<file path="config.mk">
export PLATFORM = sky130hd
export DESIGN_NAME = sys_array_result_drain_flat
export DESIGN_NICKNAME = d
export VERILOG_FILES = /design/src/rtl/sys_array_result_drain_pkg.sv /design/src/rtl/sys_array_result_drain_if.sv /design/src/rtl/sys_array_result_drain.sv /design/src/flat_wrapper.sv
export SDC_FILE = /design/constraint.sdc
export NUM_CORES = 1
export LEC_CHECK = 0
export CAP_MARGIN = 20
export CORE_AREA = 10 10 110 112
export DETAILED_ROUTE_END_ITERATION = 8
export DIE_AREA = 0 0 120 122
export GPL_TIMING_DRIVEN = 0
export PLACE_DENSITY_LB_ADDON = 0.25
export SLEW_MARGIN = 20
export SYNTH_ARGS = -nofsm -noshare
export SYNTH_HDL_FRONTEND = slang
export SYNTH_SLANG_ARGS = --single-unit
</file>
<file path="constraint.sdc">
create_clock -name clk -period 4.4 [get_ports clk]
set_input_delay 0.88 -clock clk [delete_from_list [all_inputs] [get_ports clk]]
set_output_delay 0.88 -clock clk [all_outputs]
set_load 0.01 [all_outputs]
</file>
<file path="src/rtl/sys_array_result_drain_pkg.sv">
// sys_array_result_drain_pkg: shared widths, element count, state encoding and ReLU helper
package sys_array_result_drain_pkg;
    localparam int DW = 8;
    localparam int N_ELEM = 9;
    localparam int IDX_LAST = 8;
    typedef enum logic [1:0] {IDLE = 2'd0, REQ = 2'd1, DRAIN = 2'd2} state_t;
    function automatic logic [DW-1:0] relu(input logic [DW-1:0] x, input logic en);
        return (en && x[DW-1]) ? '0 : x;
    endfunction
endpackage

</file>
<file path="src/rtl/sys_array_result_drain_if.sv">
// sys_array_result_drain_if: array request/result bus and row-major result stream
interface sys_array_result_drain_if;
    import sys_array_result_drain_pkg::*;
    logic go, relu_en, arr_done, arr_start;
    logic [DW-1:0] c00, c01, c02, c10, c11, c12, c20, c21, c22;
    logic [DW-1:0] out_data;
    logic [3:0] out_idx, neg_count;
    logic out_valid, out_last, out_ready, busy, done_pulse, timeout_err;
    modport master (
        input go, relu_en, arr_done, c00, c01, c02, c10, c11, c12, c20, c21, c22, out_ready,
        output arr_start, out_data, out_idx, out_valid, out_last, busy, done_pulse, neg_count, timeout_err
    );
    modport slave (
        output go, relu_en, arr_done, c00, c01, c02, c10, c11, c12, c20, c21, c22, out_ready,
        input arr_start, out_data, out_idx, out_valid, out_last, busy, done_pulse, neg_count, timeout_err
    );
endinterface

</file>
<file path="src/rtl/sys_array_result_drain.sv">
// sys_array_result_drain: requests one array multiply, captures on done rise, streams nine results
module sys_array_result_drain
    import sys_array_result_drain_pkg::*;
#(
    parameter int TIMEOUT = 16383
) (
    input logic clk,
    input logic rst,
    sys_array_result_drain_if.master bus
);
    localparam int CW = $clog2(TIMEOUT + 1);
    state_t state, state_nx;
    logic [CW-1:0] cnt;
    logic arr_done_q, rise, hs, last, timeout_hit, done_pulse, timeout_err;
    logic [3:0] idx, neg, neg_count;
    logic [DW-1:0] cap [N_ELEM];
    logic [DW-1:0] c_in [N_ELEM];
    assign rise = bus.arr_done & ~arr_done_q;
    assign hs = (state == DRAIN) & bus.out_ready;
    assign last = idx == 4'(IDX_LAST);
    assign timeout_hit = cnt == CW'(TIMEOUT - 1);
    assign bus.arr_start = state == REQ;
    assign bus.out_valid = state == DRAIN;
    assign bus.busy = state != IDLE;
    assign bus.out_last = (state == DRAIN) & last;
    assign bus.out_data = cap[idx];
    assign bus.out_idx = idx;
    assign bus.done_pulse = done_pulse;
    assign bus.neg_count = neg_count;
    assign bus.timeout_err = timeout_err;
    // Row-major view of the array results and their negative count
    always_comb begin
        c_in = '{bus.c00, bus.c01, bus.c02, bus.c10, bus.c11, bus.c12, bus.c20, bus.c21, bus.c22};
        neg = '0;
        for (int i = 0; i < N_ELEM; i++) neg = neg + 4'(c_in[i][DW-1]);
    end
    // Next state: a done rise beats a same-cycle timeout
    always_comb begin
        state_nx = state;
        if (state == IDLE && bus.go) state_nx = REQ;
        if (state == REQ) state_nx = rise ? DRAIN : timeout_hit ? IDLE : REQ;
        if (hs && last) state_nx = IDLE;
    end
    // State register
    always_ff @(posedge clk or posedge rst) begin
        if (rst) state <= IDLE;
        else state <= state_nx;
    end
    // Request timer, result capture, drain index and status flags
    always_ff @(posedge clk or posedge rst) begin
        if (rst) begin
            arr_done_q <= 1'b0;
            cnt <= '0;
            idx <= '0;
            neg_count <= '0;
            done_pulse <= 1'b0;
            timeout_err <= 1'b0;
            cap <= '{default: '0};
        end else begin
            arr_done_q <= bus.arr_done;
            done_pulse <= hs & last;
            if (state == IDLE && bus.go) begin
                cnt <= '0;
                timeout_err <= 1'b0;
            end
            if (state == REQ) begin
                cnt <= cnt + 1'b1;
                if (rise) begin
                    for (int i = 0; i < N_ELEM; i++) cap[i] <= relu(c_in[i], bus.relu_en);
                    neg_count <= neg;
                    idx <= '0;
                end else if (timeout_hit) begin
                    timeout_err <= 1'b1;
                end
            end
            if (hs) idx <= last ? '0 : idx + 4'd1;
        end
    end
endmodule
</file>
<file path="src/flat_wrapper.sv">
// flat-port wrapper written by rule: the top's interface ports become plain ports
module sys_array_result_drain_flat import sys_array_result_drain_pkg::*;
#(
    parameter int TIMEOUT = 16383
)
  (clk, rst, bus_go, bus_relu_en, bus_arr_done, bus_c00, bus_c01, bus_c02, bus_c10, bus_c11, bus_c12, bus_c20, bus_c21, bus_c22, bus_out_ready, bus_arr_start, bus_out_data, bus_out_idx, bus_out_valid, bus_out_last, bus_busy, bus_done_pulse, bus_neg_count, bus_timeout_err);
  sys_array_result_drain_if bus_i ();
  input logic clk;
  input logic rst;
  input wire logic [$bits(bus_i.go)-1:0] bus_go;
  input wire logic [$bits(bus_i.relu_en)-1:0] bus_relu_en;
  input wire logic [$bits(bus_i.arr_done)-1:0] bus_arr_done;
  input wire logic [$bits(bus_i.c00)-1:0] bus_c00;
  input wire logic [$bits(bus_i.c01)-1:0] bus_c01;
  input wire logic [$bits(bus_i.c02)-1:0] bus_c02;
  input wire logic [$bits(bus_i.c10)-1:0] bus_c10;
  input wire logic [$bits(bus_i.c11)-1:0] bus_c11;
  input wire logic [$bits(bus_i.c12)-1:0] bus_c12;
  input wire logic [$bits(bus_i.c20)-1:0] bus_c20;
  input wire logic [$bits(bus_i.c21)-1:0] bus_c21;
  input wire logic [$bits(bus_i.c22)-1:0] bus_c22;
  input wire logic [$bits(bus_i.out_ready)-1:0] bus_out_ready;
  output wire logic [$bits(bus_i.arr_start)-1:0] bus_arr_start;
  output wire logic [$bits(bus_i.out_data)-1:0] bus_out_data;
  output wire logic [$bits(bus_i.out_idx)-1:0] bus_out_idx;
  output wire logic [$bits(bus_i.out_valid)-1:0] bus_out_valid;
  output wire logic [$bits(bus_i.out_last)-1:0] bus_out_last;
  output wire logic [$bits(bus_i.busy)-1:0] bus_busy;
  output wire logic [$bits(bus_i.done_pulse)-1:0] bus_done_pulse;
  output wire logic [$bits(bus_i.neg_count)-1:0] bus_neg_count;
  output wire logic [$bits(bus_i.timeout_err)-1:0] bus_timeout_err;
  assign bus_i.go = bus_go;
  assign bus_i.relu_en = bus_relu_en;
  assign bus_i.arr_done = bus_arr_done;
  assign bus_i.c00 = bus_c00;
  assign bus_i.c01 = bus_c01;
  assign bus_i.c02 = bus_c02;
  assign bus_i.c10 = bus_c10;
  assign bus_i.c11 = bus_c11;
  assign bus_i.c12 = bus_c12;
  assign bus_i.c20 = bus_c20;
  assign bus_i.c21 = bus_c21;
  assign bus_i.c22 = bus_c22;
  assign bus_i.out_ready = bus_out_ready;
  assign bus_arr_start = bus_i.arr_start;
  assign bus_out_data = bus_i.out_data;
  assign bus_out_idx = bus_i.out_idx;
  assign bus_out_valid = bus_i.out_valid;
  assign bus_out_last = bus_i.out_last;
  assign bus_busy = bus_i.busy;
  assign bus_done_pulse = bus_i.done_pulse;
  assign bus_neg_count = bus_i.neg_count;
  assign bus_timeout_err = bus_i.timeout_err;
  sys_array_result_drain #(.TIMEOUT(TIMEOUT)) u_core (.clk(clk), .rst(rst), .bus(bus_i));
endmodule
</file>
==> results of run 1 <==
-- sequential cells by signal, summed over array words and instances, names as in the netlist --
signal and flops:
u_core.bus.out_idx 4, u_core.state 2, u_core.arr_done_q 1, u_core.bus.neg_count 4, u_core.bus.timeout_err 1, u_core.bus.done_pulse 1, u_core.cnt 14, u_core.cap 72
-- metal layers --
layer | routed length (um) | share of wire (%) | track usage, % | vias up
met5 | 0 | 0 | 0 | -
met4 | 321 | 2.3 | 6.259 | 0
met3 | 941 | 6.8 | 4.810 | 31
met2 | 6685 | 48 | 31.91 | 144
met1 | 5870 | 42 | 23.87 | 2063
li1 | - | - | - | 2013
-- power groups by stage --
stage | clock network, mW | logic, mW | registers [mW]
after floorplan | 0 | 0.736 | 1.33
after global placement | 0 | 1.17 | 1.36
after detailed placement | 0 | 1.21 | 1.38
after CTS | 0.570 | 1.22 | 1.36
after global routing | 0.604 | 1.33 | 1.40
final | 0.564 | 1.20 | 1.37
-- kinds of logic after synthesis --
logic type                 Yosys count  share of synthesized area [%]
AOI/OAI and AO/OA                  108                          12.20
xor gates and xnor gates             1                         0.1743
adders and majority gates           15                          4.481
buffers and inverters               48                          5.427
DFF                                 99                          49.29
muxes                               35                          9.261
and+or+nand+nor                    223                          19.17
-- cells in the mapped netlist (all sizes together) --
library cell  count
o211a             1
a22o              1
nand4             3
and2              1
a21o              1
nor2b             2
nand3b            1
and3b             1
nand2b            5
clkbuf           14
or2               1
nor4b             1
nor3              2
mux2i            18
and4              1
and4b             1
inv              19
o31ai             7
a21oi             3
fa                5
xor2              1
ha               10
a31oi             8
nand2           185
nor4              1
nand3            11
dfrtp            99
mux2              9
o21ai            78
mux4              8
o221ai            8
buf              15
and3              4
nor2              3
o2bb2ai           1
-- area by class of cell --
type,count,area [sq um],share of cell area [%]
plain buffers,29,201.4,3.149
flip-flops and latches,99,2477,38.73
well taps,136,170.2,2.660
repair buffers,99,1008,15.77
inverters,19,76.32,1.193
clock inverters,7,62.56,0.9781
multi-input cells,382,2276,35.58
clock buffers,9,123.9,1.937
-- worst register-to-register path: cells and delay by family, from the launching register on --
| family | cells | cell delay (ns) |
|---|---|---|
| AND/OR/NAND/NOR | 2 | 0.21 |
| adder cells (fa/ha/maj) | 1 | 0.17 |
| flip-flops | 1 | 0.43 |
| AO/OA/AOI/OAI | 2 | 0.28 |
| buffers and inverters | 3 | 0.52 |
-- how the worst max path moves through the flow --
| stage | slack, ns | from | end |
|---|---|---|---|
| finish | 0.58 | bus_c00[7] | u_core.bus.neg_count[2] |
| global route | 0.45 | bus_c01[7] | u_core.bus.neg_count[2] |
| CTS | 0.58 | bus_c01[7] | u_core.bus.neg_count[2] |
| detailed placement | 0.22 | bus_c01[7] | u_core.bus.neg_count[2] |
| global placement | -0.47 | rst | u_core.cap[52] |
| floorplan | 0.93 | rst | u_core.arr_done_q |
-- through the flow --
stage	setup TNS [ns]	area (sq um)	instances	util, %	power, mW
after detailed placement	0	6210	764	61.81	2.588
after CTS	0	6396	780	63.67	3.149
after floorplan	0	5026	529	-	2.071
after global routing	0	6396	780	63.67	3.341
after global placement	-45.56	6177	763	61.49	2.530
final	0	6396	780	63.67	3.134
-- cells in the final DEF, fill, tap and decap left out, types with 2 or more instances in the layout --
master,instances
buf_4,2
a31oi_1,8
clkdlybuf4s50_1,98
buf_6,11
mux4_2,8
inv_8,2
clkbuf_1,14
and3_1,3
ha_1,10
o21ai_1,6
o31ai_1,7
nand4_1,3
a21oi_1,3
nor3_1,2
nand3_1,10
dfrtp_1,99
nand2b_1,5
clkinvlp_4,3
buf_2,2
nor2b_1,2
mux2_2,8
nor2_1,3
inv_1,17
o221ai_1,8
clkinv_4,2
nand2_1,183
mux2i_1,18
o21ai_0,72
clkbuf_8,9
fa_1,5
==> summary.txt, run 1 <==
Run status
  – Outcome: complete, no violations

Clocking
  – # hold bufs at CTS: 0
  – Clock buffer depth: 2
  – Post-CTS sizing: 0
  – CTS tree: done
  – CTS Sinks: 99
  – Clock-pin slew on the worst setup and hold paths: 0.11 ns
  – Clock latency at the later pin of the worst-skew pair: 0.38 ns
  – TritonCTS buffer count: 9
  – CTS Root Cell: clkbuf_8
  – H-tree depth: 3
  – Setup bufs post-CTS: 0

STA
  – RSZ-0062 raised after global routing: false
  – Worst-Margin Slew: 0.5328 ns
  – Setup-failing EPs final: 0
  – Layout Skew: 0.01214 ns
  – Final worst setup slack: 0.5841 ns
  – Hold Vio Cnt, Final: 0
  – Min Hold Slack: 0.4728 ns
  – Count of final max-slew check failures: 0
  – Tcrit/Tclk final: 86.72%
  – Max Clock Freq: 262.1 MHz
  – Max_slew headroom: 64.48%
  – Tmin final: 3.816 ns

Route
  – Drt via density: 5.450
  – Via count: 4251
  – Final Routed Wirelength: 13.82 mm
  – Router iterations before antenna repair: 5
  – DR WL/cell: 17.72 um
  – Drt drc: 0
  – Routed Antenna Nets: 0
  – Iteration-0 DRC Markers: 378

Global route
  – Largest net degree at the start of global routing: 59
  – Grt ovf: 0
  – First-pass GRT wire length: 22.43 mm
  – Vias in the first global route: 4438
  – Gr usage total: 19.11%
  – Antenna violations before repair: 0

Placement
  – Hpwl dp: 10.63 mm
  – Worst slack at placement: 0.2193 ns
  – Gp weighted congestion: 0.9019
  – Port bufs: 98

Synthesis
  – Post-synth top area cell: dfrtp_1
  – Share of the synthesized area in the top cell type: 49.29%
  – Register bit total from synthesis: 99
  – Cells after Synth: 529
  – Number of library cell types mapped by synthesis: 44
  – Syn_nets: 622
  – Area contributors post-synth: dfrtp_1, nand2_1, o21ai_0
  – Synth Cell Area: 0.005026 sq mm
  – Part of the Yosys area used for sequential elements: 49.29%
  – Mapped Avg Cell Area: 9.501 sq um
  – Syn. warnings: 0

Worst setup path
  – Critical path class: in2reg
  – CP dominant cell by count: fa_1
  – Crit path largest cell delay: 0.55 ns
  – CP arrival: 4.11 ns
  – CP max stage cell: clkdlybuf4s50_1
  – Critical R2R Launch: u_core.bus.out_idx[0]
  – Cell family with most CP delay: adder cells
  – CP startpoint kind: input port
  – Critical Path, Cell by Cell: clkdlybuf4s50_1 -> ha_1 -> inv_1 -> fa_1 -> fa_1 -> fa_1 -> inv_1 -> ha_1 -> inv_1 -> fa_1 -> xor2_1 -> o21ai_0
  – Required time of the critical path: 4.70 ns
  – Buffer and inverter count on the worst path: 4
  – Flop2flop setup slack: 2.67 ns
  – Worst r2r dst: u_core.bus.out_idx[3]
  – Max FO, Critical Path: 3
  – Worst path depth: 12
  – R2R depth: 8
  – Crit end category: flip-flop

Floorplan
  – Initial Utilization: 50.03%
  – Die W: 120 um
  – Die area: 0.01464 sq mm
  – Die height: 122 um
  – Row count: 37
  – Io pins: 100
  – Core area: 0.01005 sq mm

Pwr
  – Comb power frac: 38.4%
  – VDD IR max: 0.2441 mV
  – PD cells: 490.0 mW/mm^2
  – Total net switching power: 1.158 mW
  – Clock power share: 18.0%
  – Internal power: 1.976 mW
  – Sequential Power Share: 43.6%
  – Lkg Pwr: 3.010 nW
  – Switching share of power: 36.95%

Hold path
  – Worst hold start: u_core.cnt[13]
  – Hold Path Sink: u_core.cnt[13]
  – Worst hold path type: reg2reg
  – Cell depth of the worst hold path: 1

Finish
  – Ratio of cells with drive above 1 in the final layout: 9.317%
  – Filler cells: 833
  – Area delta synth->final: 27.26%
  – Ant. Diodes: 0
  – Final #Nets: 732

Run
  – Max-cap violations: 0
No activity file was read; power rests on OpenSTA's default activity.
==> run 2, diff against run 1 <==
--- a/config.mk
+++ b/config.mk
@@ -9,6 +9,7 @@
 export CORE_AREA = 10 10 110 112
 export DETAILED_ROUTE_END_ITERATION = 8
 export DIE_AREA = 0 0 120 122
+export GPL_ROUTABILITY_DRIVEN = 0
 export GPL_TIMING_DRIVEN = 0
 export PLACE_DENSITY_LB_ADDON = 0.25
 export SLEW_MARGIN = 20
==> results of run 2 <==
The final DEF is identical to that of run 1; final timing and power are the same.
==> patch 1 (config.mk and constraints of run 1) <==
Re-encode `state_t` (3 states) as one-hot, 3 bits wide.
--- a/src/rtl/sys_array_result_drain_pkg.sv
+++ b/src/rtl/sys_array_result_drain_pkg.sv
@@ -3,7 +3,7 @@
     localparam int DW = 8;
     localparam int N_ELEM = 9;
     localparam int IDX_LAST = 8;
-    typedef enum logic [1:0] {IDLE = 2'd0, REQ = 2'd1, DRAIN = 2'd2} state_t;
+    typedef enum logic [2:0] {IDLE = 3'b001, REQ = 3'b010, DRAIN = 3'b100} state_t;
     function automatic logic [DW-1:0] relu(input logic [DW-1:0] x, input logic en);
         return (en && x[DW-1]) ? '0 : x;
     endfunction
Formal check against the unedited RTL: same outputs for any inputs over 10 cycles, from zero or initial values and one cycle with rst high; not proved beyond that.
==> patch 1 against run 1 <==
Non-clock buffer count decreased by 1; core utilization up 0.075 points; die area unchanged; sequential cell count rose by 1; critical path type is now register to primary output; critical path depth down 6; wire length rose by 2.4%; final cell count rose by 0.26%; worst setup slack lost 17 ps; maximum frequency down 0.44%; register-to-register slack worse by 430 ps; final area grew 0.12%; synthesized area fell by 0.75%.
Power is not compared: it rests on default switching activity, and its combinational part moved more than twofold at a synthesized area within 25%.
==> patch 1: results (changes against run 1) <==
Synth Area in Compound Gates 13.72% (+1.5 points); All-Layer GR Usage 19.79% (+0.67 points); Post-Route Skew 15.13 ps (+2.989 ps); Seq/Total Area, Yosys 50.19% (+0.90 points); top cells by area, synth dfrtp_1, nand2_1, o21ai_0; WL per Instance 18.09 um (+2.1%); met1 WL 5932 um (+1.1%); layout cell share with drive strength beyond 1 7.895% (-1.4 points); worst slew pin tran 833.9 ps (+301.1 ps); mux share of post-synthesis cell area 8.252% (-1.0 points); LEAKAGE 2.942 nW; Layout Nets 734 (+0.27%); first-pass GRT wire length 23280 um (+3.8%); detailed placement HPWL 10940 um (+2.9%); outcome finished clean; met3 usage 3.099% (-1.7 points); Yosys cell types 42 (-4.5%); vias in the first global route 4606 (+3.8%); Post-Synth Adder-Cell Area 4.515% (+0.034 points); grt met1 use 24.69% (+0.82 points); CP max FO 10 (+7); area post-placement 0.006172 mm^2 (-0.60%); met3 routed WL 755 um (-20%); Setup Buffers After CTS 0 (unchanged); Filler Cell Count 846 (+1.6%); syn nets 624 (+0.32%); xor/xnor cell area share of the yosys netlist 0.1756% (+0.0013 points); largest net degree at the start of global routing 69 (+17%); Iter 0 DRT Violations 406 (+7.4%); routed wl met2 7084 um (+6.0%); gp weighted congestion 0.9079 (+0.67%); Via density 5.604 (+2.8%); Commonest cells post-synth nand2_1, dfrtp_1, o21ai_0; Data arrival, critical path 2950 ps (-1160 ps); GR Util met2 33.70% (+1.8 points)
-- patch 1: cell types whose count changed after synthesis, moves of 4 or more --
cell / change
o21ai_0: +4
o21ai_1: -6
clkbuf_1: +6
buf_6: -9
mux2i_1: -5
buf_2: +4
o31ai_1: +4
-- patch 1: worst paths after layout --
| path | start | to | slack, ps | depth (start not counted) |
|---|---|---|---|---|
| max | u_core.bus.out_idx[0] | bus_out_data[0] | 570 | 6 |
| min | u_core.cnt[10] | u_core.cnt[10] | 480 | 1 |
| max reg2reg | u_core.bus.out_idx[0] | u_core.state[0] | 2240 | 8 |
| min reg2reg | u_core.cnt[10] | u_core.cnt[10] | 480 | 1 |
| max in group asynchronous | rst | u_core.state[0] | 2880 | 3 |
| min in group asynchronous | rst | u_core.cap[10] | 850 | 2 |
-- patch 1: final cells by class --
class	instances	area (um^2)	share of cell area [%]
inverter	20	85.08	1.329
sequential	100	2504	39.10
buffer	28	127.6	1.993
clock buffer	10	137.6	2.149
tap	136	170.2	2.657
clock inverter	6	93.84	1.465
timing repair buffer	99	1008	15.75
multi-input combinational	383	2277	35.56
-- patch 1: report_power, final --
group | internal, mW | switching [mW] | total [mW] | leakage, nW
sequential | 0.920 | 0.00115 | 0.921 | 1.31
combinational | 0.0968 | 0.0886 | 0.185 | 1.52
clock | 0.341 | 0.341 | 0.682 | 0.113
-- patch 1: per-stage QoR --
step	setup WS, ps	util (%)	instances	power (mW)
after floorplan	902.9	-	531	1.018
after global placement	-456.9	61.12	765	1.115
after detailed placement	252.8	61.44	766	1.125
after CTS	585.0	63.74	782	1.790
after global routing	380.9	63.74	782	1.845
final	567.2	63.74	782	1.789
-- patch 1: critical path: stages (launching register included) --
cell,delay [ps]
dfrtp_1,460
buf_2,260
buf_2,250
nor4b_2,720
nand2_1,210
nand2_1,130
clkdlybuf4s50_1,540
==> patch 2 (settings of run 1) <==
Made on the original files. Set the package constant `DW` to 6 (it was 8).
--- a/src/rtl/sys_array_result_drain_pkg.sv
+++ b/src/rtl/sys_array_result_drain_pkg.sv
@@ -1,6 +1,6 @@
 // sys_array_result_drain_pkg: shared widths, element count, state encoding and ReLU helper
 package sys_array_result_drain_pkg;
-    localparam int DW = 8;
+    localparam int DW = 6;
     localparam int N_ELEM = 9;
     localparam int IDX_LAST = 8;
     typedef enum logic [1:0] {IDLE = 2'd0, REQ = 2'd1, DRAIN = 2'd2} state_t;
Ports: changed (10 resized); port bits go from 100 to 80. No check against the original RTL was run, so the function may have changed too.
==> patch 2 against run 1 <==
Sequential cell count fell by 18; critical path depth fell by 2; synthesized area fell by 19%; largest power group unchanged; critical path type unchanged; wire length fell by 21%; final area fell by 17%; via count fell by 22%; total power fell by 12%; worst setup slack got worse by 43 ps.
==> patch 2: results (changes against run 1) <==
outcome finished clean; Net Sw Power 0.9339 mW (-19%); Seq/Total Area, Yosys 49.59% (+0.30 points); Slowest cell on crit path fa_1; combinational share of power 36.4% (-2.0 points); Clk network pwr share 22.1% (+4.1 points); gp weighted congestion 0.7989 (-11%); vias in the first global route 3529 (-20%); drt pass-1 iters 4 (-1); Clk power 0.611 mW (+8.3%); largest net degree at the start of global routing 42 (-29%); initial antenna violation count 0 (unchanged); layout cell share with drive strength beyond 1 9.470% (+0.15 points); clock latency on the worst-skew pair 350 ps (-30 ps); worst ir drop on vdd 0.0001900 V (-22%); final wirelength 10870 um (-21%); area post-placement 0.005061 mm^2 (-18%); Commonest cells post-synth nand2_1, dfrtp_1, o21ai_0; LEAKAGE 2.480 nW (-18%); All-Layer GR Usage 15.04% (-4.1 points); WL per Instance 16.37 um (-7.6%); detailed placement HPWL 8392 um (-21%); vias 3330 (-22%); placed cells 648 (-15%); Post-Route Skew 10.58 ps (-1.560 ps); biggest regs u_core.cap (54), u_core.cnt (14); Avg Inst Size Synth 9.440 um^2 (-0.64%); Filler Cell Count 966 (+16%); hold slack 472.6 ps (-0.2330 ps); area delta synth->final 29.26%; Layout Nets 598 (-18%); I/O Buffers 78 (-20%); reg2reg setup slack 2720 ps (+50 ps); pre-CTS setup slack 170.2 ps (-49.12 ps); syn nets 508 (-18%); Data arrival, critical path 4090 ps (-20 ps); delay of the slowest cell on the worst path 490 ps (-60 ps); clock slew at reported path FFs 80 ps (-30 ps); first-pass GRT wire length 17720 um (-21%); top cells by area, synth dfrtp_1, nand2_1, o21ai_0; Setup Buffers After CTS 0 (unchanged); Yosys cell types 39 (-11%)
-- patch 2: changes by cell type in the layout (fill, tap and decap cells not counted), sizes merged, moves of 18 or more --
cell           before  now
nand2             185  140
o21ai              78   60
dfrtp              99   81
clkdlybuf4s50      98   78
-- patch 2: worst register-to-register path: stages (launching register included) --
cell and delay, ps:
dfrtp_1 490, buf_4 240, inv_1 110, ha_1 180, inv_1 40, o221a_2 260, o21ai_0 150, o41ai_1 90
-- patch 2: cell families (layout without fill, tap and decap cells) --
family                     after synthesis  after routing  synth area share (%)
DFF                                     81             81                 49.59
and+or+nand+nor                        181            181                 18.86
AOI/OAI and AO/OA                       86             86                 11.97
xor gates and xnor gates                 1              1                0.2143
muxes                                   30             30                 9.611
adders and majority gates               15             15                 5.510
buffers and inverters                   39            134                 4.255
-- patch 2: area by class of cell --
class,count,area share (%)
buffer,21,2.013
clock buffer,14,3.078
clock inverter,2,1.137
inverter,18,1.326
multi-input combinational,313,35.71
sequential,81,38.36
tap,136,3.220
timing repair buffer,79,15.16
-- patch 2: path summary, 6_finish.rpt --
path / startpoint / to / depth (start not counted)
max in group asynchronous: rst / u_core.cap[20] / 3
worst min-delay path: u_core.cnt[13] / u_core.cnt[13] / 1
worst max-delay path: bus_c00[5] / u_core.bus.neg_count[1] / 10
min in group asynchronous: rst / u_core.cap[38] / 2
worst max register to register: u_core.bus.out_idx[0] / u_core.bus.out_idx[3] / 7
worst min register to register: u_core.cnt[13] / u_core.cnt[13] / 1
-- patch 2: per-layer routing --
layer	vias to the layer above	global-route usage [%]	wire length [um]
li1	1635	-	-
met1	1606	18.71	4769
met2	77	25.10	5421
met3	12	3.839	516
met4	0	4.902	161
met5	-	0	0
